===== src/rtl/alu_seq_if.sv =====
// Request/result handshake bundle for alu_seq: operation request in, result and flags out.
interface alu_seq_if #(
  parameter int WIDTH = 32
);
  logic             in_valid;
  logic             in_ready;
  logic [3:0]       op;
  logic [WIDTH-1:0] tr;
  logic [WIDTH-1:0] sr;
  logic             out_valid;
  logic             out_ready;
  logic [WIDTH-1:0] dr;
  logic             cf;
  logic             of;
  logic             zf;
  logic             nf;

  modport master (
    output in_valid, op, tr, sr, out_ready,
    input  in_ready, out_valid, dr, cf, of, zf, nf
  );

  modport slave (
    input  in_valid, op, tr, sr, out_ready,
    output in_ready, out_valid, dr, cf, of, zf, nf
  );
endinterface


===== src/rtl/alu_seq.sv =====
// Sequential ALU: single-cycle arithmetic/logic, bit-serial shifts and a shift-add multiplier
// behind a valid/ready request and result handshake.
module alu_seq #(
  parameter int WIDTH = 32
) (
  input  logic   clk,
  input  logic   rst_n,
  alu_seq_if.slave bus
);
  localparam int SHW = $clog2(WIDTH);
  localparam int M   = WIDTH - 1;
  localparam logic [SHW:0] MUL_CNT = (SHW+1)'(WIDTH);

  typedef enum logic [1:0] {IDLE, BUSY, DONE} state_t;
  typedef enum logic [3:0] {
    OP_ADD = 4'h0, OP_SUB = 4'h1, OP_CMP = 4'h2, OP_AND = 4'h3,
    OP_OR  = 4'h4, OP_XOR = 4'h5, OP_NEG = 4'h6, OP_NOT = 4'h7,
    OP_SLL = 4'h8, OP_SLA = 4'h9, OP_SRL = 4'hA, OP_SRA = 4'hB,
    OP_MUL = 4'hC
  } op_t;

  state_t           state, state_nx;
  logic [3:0]       op_q;
  logic [WIDTH-1:0] wa;     // shift operand, or multiplier / product low half
  logic [WIDTH-1:0] wb;     // product high half
  logic [WIDTH-1:0] mcand;
  logic [SHW:0]     cnt;
  logic             c_st, o_st;
  logic [WIDTH-1:0] dr_q;
  logic             cf_q, of_q, zf_q, nf_q;

  logic [SHW-1:0]   shamt;
  logic             is_shift, is_mul, multi, accept;

  assign shamt    = bus.sr[SHW-1:0];
  assign is_shift = (bus.op[3:2] == 2'b10);
  assign is_mul   = (bus.op == OP_MUL);
  assign multi    = is_mul | (is_shift & (shamt != '0));
  assign accept   = bus.in_valid & bus.in_ready;

  assign bus.in_ready  = (state == IDLE) & rst_n;
  assign bus.out_valid = (state == DONE);
  assign bus.dr        = dr_q;
  assign bus.cf        = cf_q;
  assign bus.of        = of_q;
  assign bus.zf        = zf_q;
  assign bus.nf        = nf_q;

  // Single-cycle result, evaluated on the live request at the accept edge.
  logic [WIDTH-1:0] r_dr;
  logic             r_cf, r_of, r_legal;

  always_comb begin
    r_dr    = '0;
    r_cf    = 1'b0;
    r_of    = 1'b0;
    r_legal = 1'b1;
    case (bus.op)
      OP_ADD: begin
        {r_cf, r_dr} = {1'b0, bus.tr} + {1'b0, bus.sr};
        r_of = (bus.tr[M] == bus.sr[M]) & (r_dr[M] != bus.tr[M]);
      end
      OP_SUB: begin
        r_dr = bus.tr - bus.sr;
        r_cf = (bus.tr < bus.sr);
        r_of = (bus.tr[M] != bus.sr[M]) & (r_dr[M] != bus.tr[M]);
      end
      OP_CMP: r_dr = {{(WIDTH-1){1'b0}}, (bus.tr == bus.sr)};
      OP_AND: r_dr = bus.tr & bus.sr;
      OP_OR:  r_dr = bus.tr | bus.sr;
      OP_XOR: r_dr = bus.tr ^ bus.sr;
      OP_NEG: r_dr = ~bus.tr + 1'b1;
      OP_NOT: r_dr = ~bus.tr;
      OP_SLL, OP_SLA, OP_SRL, OP_SRA, OP_MUL: r_dr = bus.tr;
      default: r_legal = 1'b0;
    endcase
  end

  // One serial step: a single shift position, or one multiplier bit of shift-add.
  logic [WIDTH-1:0] s_val;
  logic             s_cf, s_of;
  logic [WIDTH:0]   mul_sum;
  logic [WIDTH-1:0] mul_hi_n, mul_lo_n;
  logic [WIDTH-1:0] f_dr;
  logic             f_cf, f_of;

  always_comb begin
    s_val = wa;
    s_cf  = c_st;
    s_of  = o_st;
    case (op_q)
      OP_SLL, OP_SLA: begin
        s_val = {wa[M-1:0], 1'b0};
        s_cf  = wa[M];
        if ((op_q == OP_SLA) && (wa[M] != wa[M-1])) s_of = 1'b1;
      end
      OP_SRL: begin
        s_val = {1'b0, wa[M:1]};
        s_cf  = wa[0];
      end
      OP_SRA: begin
        s_val = {wa[M], wa[M:1]};
        s_cf  = wa[0];
      end
      default: ;
    endcase

    mul_sum  = {1'b0, wb} + (wa[0] ? {1'b0, mcand} : '0);
    mul_hi_n = mul_sum[WIDTH:1];
    mul_lo_n = {mul_sum[0], wa[M:1]};

    if (op_q == OP_MUL) begin
      f_dr = mul_lo_n;
      f_cf = (mul_hi_n != '0);
      f_of = 1'b0;
    end else begin
      f_dr = s_val;
      f_cf = s_cf;
      f_of = s_of;
    end
  end

  always_ff @(posedge clk or negedge rst_n) begin
    if (!rst_n) state <= IDLE;
    else        state <= state_nx;
  end

  always_comb begin
    state_nx = state;
    case (state)
      IDLE: if (accept) state_nx = multi ? BUSY : DONE;
      BUSY: if (cnt == (SHW+1)'(1)) state_nx = DONE;
      DONE: if (bus.out_ready) state_nx = IDLE;
      default: state_nx = IDLE;
    endcase
  end

  always_ff @(posedge clk or negedge rst_n) begin
    if (!rst_n) begin
      op_q  <= '0;
      wa    <= '0;
      wb    <= '0;
      mcand <= '0;
      cnt   <= '0;
      c_st  <= 1'b0;
      o_st  <= 1'b0;
      dr_q  <= '0;
      cf_q  <= 1'b0;
      of_q  <= 1'b0;
      zf_q  <= 1'b0;
      nf_q  <= 1'b0;
    end else begin
      case (state)
        IDLE: if (accept) begin
          op_q <= bus.op;
          c_st <= 1'b0;
          o_st <= 1'b0;
          if (multi) begin
            if (is_mul) begin
              wa    <= bus.sr;
              wb    <= '0;
              mcand <= bus.tr;
              cnt   <= MUL_CNT;
            end else begin
              wa  <= bus.tr;
              cnt <= {1'b0, shamt};
            end
          end else begin
            dr_q <= r_dr;
            cf_q <= r_cf;
            of_q <= r_of;
            zf_q <= r_legal & (r_dr == '0);
            nf_q <= r_dr[M];
          end
        end
        BUSY: begin
          cnt <= cnt - 1'b1;
          if (op_q == OP_MUL) begin
            wa <= mul_lo_n;
            wb <= mul_hi_n;
          end else begin
            wa   <= s_val;
            c_st <= s_cf;
            o_st <= s_of;
          end
          if (cnt == (SHW+1)'(1)) begin
            dr_q <= f_dr;
            cf_q <= f_cf;
            of_q <= f_of;
            zf_q <= (f_dr == '0);
            nf_q <= f_dr[M];
          end
        end
        default: ;
      endcase
    end
  end
endmodule


===== src/flat_wrapper.sv =====
// flat-port wrapper written by rule: the top's interface ports become plain ports
module alu_seq_flat 
#(
  parameter int WIDTH = 32
)
  (clk, rst_n, bus_in_valid, bus_op, bus_tr, bus_sr, bus_out_ready, bus_in_ready, bus_out_valid, bus_dr, bus_cf, bus_of, bus_zf, bus_nf);
  alu_seq_if #(.WIDTH(WIDTH)) bus_i ();
  input  logic clk;
  input  logic rst_n;
  input wire logic [$bits(bus_i.in_valid)-1:0] bus_in_valid;
  input wire logic [$bits(bus_i.op)-1:0] bus_op;
  input wire logic [$bits(bus_i.tr)-1:0] bus_tr;
  input wire logic [$bits(bus_i.sr)-1:0] bus_sr;
  input wire logic [$bits(bus_i.out_ready)-1:0] bus_out_ready;
  output wire logic [$bits(bus_i.in_ready)-1:0] bus_in_ready;
  output wire logic [$bits(bus_i.out_valid)-1:0] bus_out_valid;
  output wire logic [$bits(bus_i.dr)-1:0] bus_dr;
  output wire logic [$bits(bus_i.cf)-1:0] bus_cf;
  output wire logic [$bits(bus_i.of)-1:0] bus_of;
  output wire logic [$bits(bus_i.zf)-1:0] bus_zf;
  output wire logic [$bits(bus_i.nf)-1:0] bus_nf;
  assign bus_i.in_valid = bus_in_valid;
  assign bus_i.op = bus_op;
  assign bus_i.tr = bus_tr;
  assign bus_i.sr = bus_sr;
  assign bus_i.out_ready = bus_out_ready;
  assign bus_in_ready = bus_i.in_ready;
  assign bus_out_valid = bus_i.out_valid;
  assign bus_dr = bus_i.dr;
  assign bus_cf = bus_i.cf;
  assign bus_of = bus_i.of;
  assign bus_zf = bus_i.zf;
  assign bus_nf = bus_i.nf;
  alu_seq #(.WIDTH(WIDTH)) u_core (.clk(clk), .rst_n(rst_n), .bus(bus_i));
endmodule

===== config.mk =====
export PLATFORM = sky130hd
export DESIGN_NAME = alu_seq_flat
export DESIGN_NICKNAME = d
export VERILOG_FILES = /design/src/rtl/alu_seq_if.sv /design/src/rtl/alu_seq.sv /design/src/flat_wrapper.sv
export SDC_FILE = /design/constraint.sdc
export NUM_CORES = 1
export LEC_CHECK = 0
export CAP_MARGIN = 40
export CORE_ASPECT_RATIO = 1.25
export CORE_MARGIN = 4
export CORE_UTILIZATION = 46
export DETAILED_ROUTE_END_ITERATION = 10
export PLACE_DENSITY = 0.63
export REMOVE_ABC_BUFFERS = 1
export SKIP_CTS_REPAIR_TIMING = 1
export SLEW_MARGIN = 20
export SYNTH_ARGS = -nofsm -noshare
export SYNTH_HDL_FRONTEND = slang
export SYNTH_SLANG_ARGS = --single-unit

===== constraint.sdc =====
create_clock -name clk -period 5.48 [get_ports clk]
set_input_delay 1.096 -clock clk [delete_from_list [all_inputs] [get_ports clk]]
set_output_delay 1.096 -clock clk [all_outputs]
set_load 0.01 [all_outputs]

==> run metrics <==
outcome=finished, final reports clean; Final GP Congestion=between 1 and 1.5; # setup viols final=0; Critical path buffers and inverters=2; Max VDD drop=273.2 uV; final setup skew=between 0.009 and 0.01 ns; placed cell areas=between 15000 and 20000 um2; DRT Pass-1 Iters=8; critical path class=input port to register; count leader, synth=nand2_1; final worst path period need=5.164 ns; worst path arrival time=~5.5 ns; critical path's most frequent cell=nand4_1; initial antenna violation count=0; DRC Markers=0; grt ovf=0; num rows=between 70 and 80; worst-path fanout max=5; DRT iter0 DRCs=about 2000; flops & latches, synth=roughly 150; f_max=~0.19 GHz; port bufs=between 100 and 150; Final period util=about 94%; Area Growth Syn to Fin=17.77%; die height=approximately 220 um; crit-path leading delay family=simple AND/OR/NAND/NOR gates; Synth Cell Area=between 15000 and 20000 um2; Async SR Flop Fraction=100.0%; dpl hpwl=52420 um; Post-synth EDFFs=0; Finished Cell Area=around 19000 um2; Primary FF master, synth=dfrtp_1; clk sinks=between 100 and 150; number of global-route vias before repair=16845; nets@finish=2483; Synth cell types=a little over 90; Seq/Total Area, Yosys=around 23%; CTS Buf Count=17; CP max stage delay=around 0.7 ns; clk root buf=clkbuf_16; Clk Latency, worst-skew pair=about 0.43 ns; Hold Vio Cnt, Final=0; actual slew at the worst max-slew pin=just over 0.8 ns; drt wl/cell=roughly 25 um; number of diodes=0; DR vias=17532; CTS tree=built; htree depth=4; synth top area cells=dfrtp_1, ha_1, o21ai_0; DRT Wirelength=66450 um; Mean Syn Cell Area=about 7.4 um2; Max-slew headroom=45.39%; number of cells produced by synthesis=approximately 2100; die area=approximately 37000 um2; first-pass GRT wire length=~100000 um; Power Density=approximately 370 nW/um2; clk slew on worst S/H paths=0.06 ns; cell taking the most area after synthesis=dfrtp_1; RSZ-0062 raised after global routing=no; largest net degree at the start of global routing=65; Vias/cell=between 6 and 7; total of max-cap violations=0; min-delay worst type=register to register; critical path's slowest cell=nor3b_1; Synth Warn #=0; share of layout cells above drive strength 1=10.50%; antenna viol nets, final=0; Crit. End Element=register; Die W=about 170 um; leakage power=8.331 nW; Worst EP required=~6 ns; Core ar.=~34000 um2; top cells by count, synth=nand2_1, o21ai_0, nor2_1; pins over their slew limit=0; GRT Total Usage=roughly a third; post-layout util=~55%; CTS Buffer Depth=2; crit path cell chain=clkdlybuf4s50_1 > buf_4 > ha_1 > fa_1 > a21o_1 > a22oi_1 > o22a_1 > nor3b_1 > o21ai_0 > and4_1 > a221oi_1 > nand4_1 > nor4_1 > nand4_1 > o31ai_1; Startpoint Class=input port; initial core utilization=46.86%; share of Yosys cell area claimed by the top area cell type=between 20% and 30%; I/O pins=110
-- report_power, final --
group / internal [mW] / switching (mW)
registers: 1.51 / 0.417
clock network: 0.617 / 0.470
logic: 1.55 / 2.29
total: 3.68 / 3.18
-- layout by cell type, fill, tap and decap left out, drive strengths merged, types with 20 or more instances in the layout --
cell type	synthesis	routed
o21ai	204	204
nand2	243	243
o31ai	26	26
nand3	31	31
ha	144	144
a31oi	20	20
o211ai	37	37
clkdlybuf4s50	0	107
clkbuf	118	22
xnor2	27	27
nor2	181	181
nor4	32	32
buf	27	154
o22ai	42	42
nor3	58	58
a21o	45	45
and2	39	39
a21oi	165	165
inv	121	123
a211oi	34	34
dfrtp	145	145
a22o	22	22
mux2i	20	20
-- metrics by stage --
step / std cells / TNS (ns) / worst slack [ns] / hold slack, ns / power, mW
after global routing: 2700 / 0 / 0.2499 / 0.4926 / 7.315
after detailed placement: 2668 / -0.01482 / -0.01482 / 0.4633 / 5.707
after floorplan: 1984 / -231.13 / -3.005 / 0.4424 / 4.168
final: 2700 / 0 / 0.3163 / 0.4730 / 6.853
after CTS: 2700 / 0 / 0.4367 / 0.4757 / 6.824
after global placement: 2665 / 0 / 0.1401 / 0.4552 / 5.635
-- cells by family after synthesis --
logic type	count (synthesis)	share of synthesized area, %
DFF	145	22.92
adders and majority gates	147	11.76
buffers and inverters	266	6.757
xor gates and xnor gates	38	2.102
and+or+nand+nor	711	21.52
muxes	27	1.762
AOI/OAI and AO/OA	795	33.18
-- worst register-to-register path: stages (launching register included) --
cell and delay [ns]:
dfrtp_1 0.74, nand2_1 0.22, inv_1 0.10, ha_1 0.22
a211oi_1 0.49, o31ai_1 0.22, a311oi_1 0.51, o2111ai_1 0.31
and3_1 0.31, o21a_1 0.18, nor2_1 0.11, xnor2_1 0.09
or4b_1 0.52, o41ai_1 0.38, nand3_1 0.11
-- flip-flops by register name, summed over array words and instances, names as in the netlist, 2 cells and up --
register       cells
u_core.mcand      32
u_core.bus.dr     32
u_core.op_q        4
u_core.wa         32
u_core.wb         32
u_core.state       2
u_core.cnt         6
-- layout make-up --
type | count | area [um2]
Inverter | 121 | 454.2
Fill cell | 3342 | 15140
Sequential cell | 145 | 3628
Tap cell | 423 | 529.3
Timing Repair Buffer | 261 | 2293
Clock buffer | 22 | 474.2
Clock inverter | 10 | 77.57
Multi-Input combinational cell | 1718 | 11190
-- path summary, 6_finish.rpt --
check | slack [ns] | end | cells past startpoint | startpoint
setup / recovery | 0.32 | u_core.bus.zf | 15 | bus_sr[0]
hold / removal | 0.47 | u_core.mcand[21] | 2 | u_core.mcand[21]
setup reg to reg | 0.83 | u_core.bus.cf | 14 | u_core.wa[0]
hold reg to reg | 0.47 | u_core.mcand[21] | 2 | u_core.mcand[21]
max in group asynchronous | 3.90 | u_core.bus.dr[20] | 4 | rst_n
min in group asynchronous | 0.59 | u_core.wb[1] | 2 | rst_n
-- layer usage --
layer	track usage (%)	part of all wire, %	vias to the layer above
met3	5.793	8.1	190
met4	15.10	5.1	0
li1	-	-	8102
met2	54.76	45	870
met1	45.69	41	8370
met5	0	0	-
No activity file was read; power rests on OpenSTA's default activity.
